==> config.mk <==
export PLATFORM = sky130hd
export DESIGN_NAME = full_adder
export DESIGN_NICKNAME = d
export VERILOG_FILES = /design/src/rtl/full_adder.sv
export SDC_FILE = /design/constraint.sdc
export NUM_CORES = 1
export LEC_CHECK = 0
export ABC_AREA = 1
export CAP_MARGIN = 20
export CORE_AREA = 2 2 39 41
export DETAILED_ROUTE_END_ITERATION = 8
export DIE_AREA = 0 0 41 43
export DONT_BUFFER_PORTS = 1
export HOLD_SLACK_MARGIN = 0.1
export PLACE_DENSITY_LB_ADDON = 0.12
export SLEW_MARGIN = 20
export SYNTH_ARGS = -nofsm -noshare
export SYNTH_HDL_FRONTEND = slang
export SYNTH_SLANG_ARGS = --single-unit
==> constraint.sdc <==
create_clock -name clk -period 1.3 [get_ports clk]
set_input_delay 0.325 -clock clk [delete_from_list [all_inputs] [get_ports clk]]
set_output_delay 0.325 -clock clk [all_outputs]
set_load 0.03 [all_outputs]
==> src/rtl/full_adder.sv <==
// full_adder: ripple-carry adder built from one-bit full-adder cells, with an
// optional single output register stage and a valid flag.
//
// Parameters:
//   WIDTH   - operand width in bits (>= 1); WIDTH=1 is the classic full adder
//   REG_OUT - 1: outputs registered, 1-cycle latency
//             0: outputs combinational, out_valid follows in_valid directly
//
// Ports:
//   clk          in   system clock, rising edge (unused when REG_OUT=0)
//   rst_n        in   synchronous active-low reset (unused when REG_OUT=0)
//   a_in         in   operand A, unsigned, WIDTH bits
//   b_in         in   operand B, unsigned, WIDTH bits
//   c_in         in   carry-in
//   in_valid     in   qualifies a_in/b_in/c_in this cycle
//   sum_out      out  (a_in + b_in + c_in) mod 2^WIDTH
//   carry_out    out  carry out of the MSB
//   overflow_out out  signed overflow: carry into MSB xor carry out of MSB
//   out_valid    out  result outputs hold a valid result
module full_adder #(
  parameter int unsigned WIDTH   = 1,
  parameter bit          REG_OUT = 1'b1
) (
  input  logic             clk,
  input  logic             rst_n,
  input  logic [WIDTH-1:0] a_in,
  input  logic [WIDTH-1:0] b_in,
  input  logic             c_in,
  input  logic             in_valid,
  output logic [WIDTH-1:0] sum_out,
  output logic             carry_out,
  output logic             overflow_out,
  output logic             out_valid
);

  // c[i] is the carry into bit i; c[WIDTH] is the carry out of the MSB.
  logic [WIDTH:0]   c;
  logic [WIDTH-1:0] s;
  logic             ovf;

  assign c[0] = c_in;

  for (genvar i = 0; i < WIDTH; i++) begin : g_cell
    assign s[i]   = a_in[i] ^ b_in[i] ^ c[i];
    assign c[i+1] = (a_in[i] & b_in[i]) | (a_in[i] & c[i]) | (b_in[i] & c[i]);
  end

  // For WIDTH=1 the carry into the MSB is c_in itself.
  assign ovf = c[WIDTH-1] ^ c[WIDTH];

  if (REG_OUT) begin : g_reg
    // Data registers update every cycle regardless of in_valid; only
    // out_valid tells the consumer whether the data is meaningful.
    always_ff @(posedge clk) begin
      if (!rst_n) begin
        sum_out      <= '0;
        carry_out    <= 1'b0;
        overflow_out <= 1'b0;
        out_valid    <= 1'b0;
      end else begin
        sum_out      <= s;
        carry_out    <= c[WIDTH];
        overflow_out <= ovf;
        out_valid    <= in_valid;
      end
    end
  end else begin : g_comb
    // Clock and reset have no function in the combinational variant.
    logic unused_clk_rst;
    assign unused_clk_rst = clk ^ rst_n;

    assign sum_out      = s;
    assign carry_out    = c[WIDTH];
    assign overflow_out = ovf;
    assign out_valid    = in_valid;
  end

endmodule

# Word-level counts from Yosys, hierarchy flattened
# Index checks and enable logic that the tools add are counted.
[totals]
regBits = 4
wordCells = 12
[classes]
bitwise = 8
[op_table]
columns = ["cell", "count"]
rows = [
  ["$and 1x1->1", 3],
  ["$xor 1x1->1", 3],
  ["$or 1x1->1", 2],
]

# Logic depth before layout (Yosys ltp)
# Gate-level depths: netlist of the first run.
[logic_depth]
depth_word = 4
ltp_mapped = 4

# Worst setup path before layout of the first run
# Ideal clock, no wire load.
[synth_path]
path_kind = "input -> register"
startpoint = "input port a_in"
endpoint = "register overflow_out"
cell_stages = 3
setup_ns = 0.113
path_slack_ns = 0.251
t_arrival_ns = 0.936
t_required_ns = 1.187
cell_sequence = "fa_1 > o21ai_1 > nor2_1"
[synth_via]
elab_chain_len = 4
word_cells_on_any_way = 5
classes_between = "bitwise: 5"
[synth_lines]
columns = ["element", "line", "source"]
rows = [
  ["from (decl)", "26", "input logic [WIDTH-1:0] a_in,"],
  ["$and 1x1->1", "45", "assign c[i+1] = (a_in[i] & b_in[i]) | (a_in[i] & c[i]) | (b_in[i] & c[i]);"],
  ["$or 1x1->1 * (2 in series)", "45", ""],
  ["$xor 1x1->1 *", "49", "assign ovf = c[WIDTH-1] ^ c[WIDTH];"],
  ["to (signal assigned)", "63", "overflow_out <= ovf;"],
  ["to (decl)", "32", "output logic overflow_out,"],
]
# Mark *: on every way between the ends. The rest lies on a longest branch, timed or not.
# A chain may end at the register's enable or synchronous reset.

# Final worst setup path of the first run
[layout_path]
startpoint = "register overflow_out"
endpoint = "output port overflow_out"
# No word-level cell between the ends.

==> impl_metrics.py, run 1 <==
metrics = {
    "cells_and_area": {
        "register_area_sq_um": 80.08,
        "final_cells": 34,
        "drive_gt1_frac": 0.1667,
        "fill_cells": 159,
        "multiInputGateArea_sq_um": 43.79,
        "nNetsFinal": 27,
        "area_delta_synth_final_pct": 30.63,
        "diodes": 0,
        "layout_common_cells": "4 x nand2_1, 4 x inv_1, 4 x dfxtp_1",
        "finalInstanceArea_sq_um": 181.4,
    },
    "yosys": {
        "synthCells": 15,
        "ys.warnings.count": 0,
        "syn_nets": 22,
        "yosys.area.top_type": "dfxtp_1",
        "synth_area_leaders": "dfxtp_1 58%, fa_1 14%, inv_1 11%, nand2_1 11%, o21ai_1 3.6%",
        "ys_ff_latch": 4,
        "netlist.area_leader.share": 0.5766,
        "yosysSeqAreaShare": 0.5766,
        "syn_area_sq_um": 138.9,
        "syn_area_per_cell_sq_um": 9.259,
        "synth_cell_types": 6,
    },
    "detailed_routing": {
        "num_vias": 85,
        "viasPerCell": 2.500,
        "firstDrtPassIters": 2,
        "routedWlPerCell_um": 7.794,
        "drc": 0,
        "ant_nets": 0,
        "first_iter_violations": 2,
        "routed_wl_um": 265,
    },
    "floorplan": {
        "die_area_sq_um": 1763,
        "die_x_um": 41,
        "io_pins": 10,
        "die_h_um": 43,
        "placementRows": 14,
        "coreArea_sq_um": 1384,
        "start_util": 0.1004,
    },
    "power": {
        "leakage_nw": 0.09801,
        "power_density_nw_per_um2": 1763,
        "vdd_drop_max_uv": 227.8,
    },
    "timing": {
        "hold_violations": 0,
        "finalCritPeriodShare": 0.7997,
        "worst_pin_slew_ps": 303.7,
        "period_minus_slack_ps": 1040,
        "slew_violations": 0,
        "finalSetupViolCount": 0,
        "rsz0062_at_grt": "false",
        "relSlewSlack": 0.7972,
        "setup_tns_ps": 0,
        "fmaxAchievable_ghz": 0.9619,
    },
    "flow_run": {
        "maxCapViolations": 0,
    },
    "worst_setup_path": {
        "worst_setup_path_end_kind": "output port",
        "crit_fanout": 1,
        "cp.arrival_ps": 710,
        "required_ps": 980,
        "critPathLaunchType": "register",
        "critPathKind": "reg -> out",
    },
    "clocking": {
        "cts.repair.resized": 0,
        "htree_levels": 1,
        "postCtsSetupRepairBufs": 0,
        "cts_tree": "yes",
        "cts_root_buf": "clkbuf_4",
        "clkSinkCount": 4,
        "cts_buffers": 3,
        "clock_path_buffers": 2,
        "clk_pin_slew_ps": 40,
        "ctsHoldBuffers": 0,
    },
    "global_route": {
        "grt_antenna_before_repair": 0,
        "grt_pass1_vias": 116,
        "globalRoute.totalOverflow": 0,
        "grt_max_degree": 5,
        "grt_usage": 0.04221,
        "grt_pass1_wl_um": 414,
    },
    "placement": {
        "gp_congestion": 0.6015,
        "dp.final_hpwl_um": 217.6,
        "placement.io_buffers": 0,
        "dp.cells": 31,
        "place_area_sq_um": 158.9,
    },
    "status": {
        "status": "completed",
    },
    "worst_hold_path": {
        "hp-start": "rst_n",
        "hold_end": "out_valid$_SDFF_PN0_",
        "hold_path.class": "in -> reg",
        "hold_depth": 2,
    },
}
==> synthesized netlist by cell type <==
cell and number:
nand2_1 4, fa_1 1, o21ai_1 1, dfxtp_1 4, nor2_1 1, inv_1 4
==> routing by layer <==
metal / GRT usage / part of all wire / wire length (um) / vias to the layer above
met5: 0 / 0 / 0 / -
met4: 0.08000 / 0 / 0 / 0
met3: 0.03141 / 0.23 / 62 / 0
met2: 0.04063 / 0.40 / 107 / 7
met1: 0.03548 / 0.36 / 95 / 30
li1: - / - / - / 48
==> worst max path at each step <==
stage                       startpoint                       to  slack, ps  cells past startpoint
4_1_cts        overflow_out$_SDFF_PN0_             overflow_out        240                      0
3_3_place_gp                      a_in  overflow_out$_SDFF_PN0_        210                      3
2_1_floorplan                     a_in  overflow_out$_SDFF_PN0_        250                      3
6_report       overflow_out$_SDFF_PN0_             overflow_out        260                      0
5_1_grt             sum_out$_SDFF_PN0_                  sum_out        230                      0
3_5_place_dp                      a_in  overflow_out$_SDFF_PN0_        210                      3
==> power by group <==
group / total [mW] / internal [mW] / switching [mW]
registers: 0.156 / 0.133 / 0.0224
clock network: 0.149 / 0.103 / 0.0462
logic: 0.0151 / 0.00722 / 0.00786
total: 0.320 / 0.243 / 0.0765
==> through the flow <==
stage	hold slack [ps]	total power [mW]	setup slack [ps]	util
finish	190.2	0.3199	260.4	0.1311
global route	194.0	0.3443	227.1	0.1311
CTS	180.3	0.3319	239.0	0.1311
detailed placement	425.3	0.1731	206.8	0.1148
global placement	433.7	0.1734	206.7	0.1148
floorplan	418.5	0.1690	250.9	-
==> registers in the layout (all words and copies together), names as in the netlist <==
name          count
carry_out         1
out_valid         1
overflow_out      1
sum_out           1
==> cells by family after synthesis <==
group / share of synthesized area
AOI/OAI and AO/OA: 0.03600
adders and majority gates: 0.1441
and+or+nand+nor: 0.1351
buffers and inverters: 0.1081
DFF: 0.5766
==> final cells by class <==
| type | count | area share |
|---|---|---|
| flip-flops and latches | 4 | 0.4414 |
| multi-input cells | 7 | 0.2414 |
| clock buffers | 3 | 0.1241 |
| well taps | 16 | 0.1103 |
| inverters | 4 | 0.08276 |
No activity file was read; power rests on OpenSTA's default activity.
==> inputs of run 2 (changes only) <==
==> constraint.sdc (replaced) <==
create_clock -name clk -period 1 [get_ports clk]
set_input_delay 0.25 -clock clk [delete_from_list [all_inputs] [get_ports clk]]
set_output_delay 0.25 -clock clk [all_outputs]
set_load 0.03 [all_outputs]
==> results of run 2 <==
Same layout as run 1 (identical final DEF). Status: completed.
Among the figures that moved: setup slack after placement 206.8 ps -> -18.23 ps; setup slack after layout 260.4 ps -> 35.44 ps; hold slack 190.2 ps -> 115.2 ps; total power 0.3199 mW -> 0.4159 mW; worst IR drop on VDD 227.8 uV -> 296.2 uV
==> inputs of run 3 (changes only) <==
--- a/config.mk
+++ b/config.mk
@@ -12,7 +12,7 @@
 export DIE_AREA = 0 0 41 43
 export DONT_BUFFER_PORTS = 1
 export HOLD_SLACK_MARGIN = 0.1
-export PLACE_DENSITY_LB_ADDON = 0.12
+export PLACE_DENSITY = 0.3
 export SLEW_MARGIN = 20
 export SYNTH_ARGS = -nofsm -noshare
 export SYNTH_HDL_FRONTEND = slang
==> impl_metrics.py, run 3 (synthesis gave the netlist of run 1 again) <==
metrics = {
    "placement": {
        "place_area_sq_um": 158.9,
        "gp_congestion": 0.5242,
        "placement.io_buffers": 0,
        "dp.final_hpwl_um": 213.7,
    },
    "cells_and_area": {
        "finalInstanceArea_sq_um": 182.7,
        "final_util": 0.1320,
        "layout_common_cells": "4 x nand2_1, 4 x inv_1, 3 x dfxtp_1, 3 x clkbuf_4",
        "nNetsFinal": 27,
        "diodes": 0,
        "area_delta_synth_final_pct": 31.53,
        "drive_gt1_frac": 0.2222,
        "fill_cells": 153,
    },
    "floorplan": {
        "coreArea_sq_um": 1384,
        "placementRows": 14,
        "start_util": 0.1004,
        "io_pins": 10,
        "die_area_sq_um": 1763,
        "die_x_um": 41,
        "die_h_um": 43,
    },
    "global_route": {
        "grt_max_degree": 5,
        "grt_pass1_vias": 104,
        "grt_usage": 0.03715,
        "grt_pass1_wl_um": 379,
        "grt-busiest-layer": "met1",
        "grt_antenna_before_repair": 0,
        "grtUsageMet2": 0.02813,
        "gr-usage-met3": 0.04188,
        "grtUsageMet1": 0.04502,
        "globalRoute.totalOverflow": 0,
    },
    "clocking": {
        "htree_levels": 1,
        "postCtsSetupRepairBufs": 0,
        "cts_root_buf": "clkbuf_4",
        "cts_buffers": 3,
        "cts_tree": "yes",
        "clkSinkCount": 4,
        "clock_path_buffers": 2,
        "clk_pin_slew_ps": 40,
    },
    "timing": {
        "period_minus_slack_ps": 965.1,
        "relSlewSlack": 0.7961,
        "worst_pin_slew_ps": 305.5,
        "finalCritPeriodShare": 0.9651,
        "hold_violations": 0,
        "rsz0062_at_grt": "false",
        "slew_violations": 0,
        "fmaxAchievable_ghz": 1.036,
        "finalSetupViolCount": 0,
    },
    "worst_hold_path": {
        "hold_path.class": "in -> reg",
        "hp-start": "rst_n",
        "hold_depth": 2,
        "hold_end": "out_valid$_SDFF_PN0_",
    },
    "detailed_routing": {
        "firstDrtPassIters": 1,
        "routed_wl_um": 259,
        "first_iter_violations": 0,
        "drc": 0,
        "num_vias": 92,
        "viasPerCell": 2.706,
        "ant_nets": 0,
        "routedWlPerCell_um": 7.618,
    },
    "worst_setup_path": {
        "critPathLaunchType": "register",
        "cp.arrival_ps": 720,
        "worst_setup_path_end_kind": "output port",
        "crit_fanout": 1,
        "required_ps": 750,
        "critPathKind": "reg -> out",
    },
    "power": {
        "vdd_drop_max_uv": 296.0,
        "power_density_nw_per_um2": 2287,
        "leakage_nw": 0.09824,
    },
    "flow_run": {
        "maxCapViolations": 0,
    },
    "status": {
        "status": "completed",
    },
}
## run 3: cell count changes in the layout (fill, tap and decap cells not counted)
cell     change
dfxtp_2      +1
dfxtp_1      -1
## run 3: metal layers
layer	vias to the layer above	routed length, um
met5	-	0
met4	0	0
met3	0	72
met2	12	64
met1	31	122
li1	49	-
## run 3: repair_timing
item / CTS / global route
endpoints found under the setup margin: 0 / 1
hold buffers: 0 / 0
resized for setup: 0 / 1
## run 3: area by class of cell
class                   instances  area [sq um]  area share
inverters                       4         15.01     0.08219
clock buffers                   3         22.52      0.1233
multi-input cells               7         43.79      0.2397
flip-flops and latches          4         81.33      0.4452
well taps                      16         20.02      0.1096
## run 3: how the worst max path moves through the flow
stage / cells after the start / slack, ps / end / startpoint
4_1_cts: 0 / 20 / carry_out / carry_out$_SDFF_PN0_
3_5_place_dp: 3 / -30 / overflow_out$_SDFF_PN0_ / a_in
6_report: 0 / 30 / carry_out / carry_out$_SDFF_PN0_
5_1_grt: 0 / 5 / sum_out / sum_out$_SDFF_PN0_
3_3_place_gp: 3 / -9 / overflow_out$_SDFF_PN0_ / a_in
2_1_floorplan: 3 / 30 / overflow_out$_SDFF_PN0_ / a_in
## run 3: where the power goes
group / switching [mW] / internal, mW / total [mW] / leakage, nW
logic: 0.0109 / 0.00920 / 0.0201 / 0.0508
clock network: 0.0603 / 0.134 / 0.194 / 0.0138
registers: 0.0295 / 0.174 / 0.203 / 0.0336
## run 3: per-stage QoR
stage	setup WS [ps]	power, mW	instances	TNS, ps	hold WS (ps)
final	34.92	0.4177	34	0	121.3
after floorplan	25.89	0.2197	15	0	343.5
after CTS	19.10	0.4331	34	0	112.6
after global routing	5.345	0.4492	34	0	126.5
after global placement	-9.232	0.2243	31	-9.232	358.1
after detailed placement	-34.14	0.2256	31	-34.14	356.5
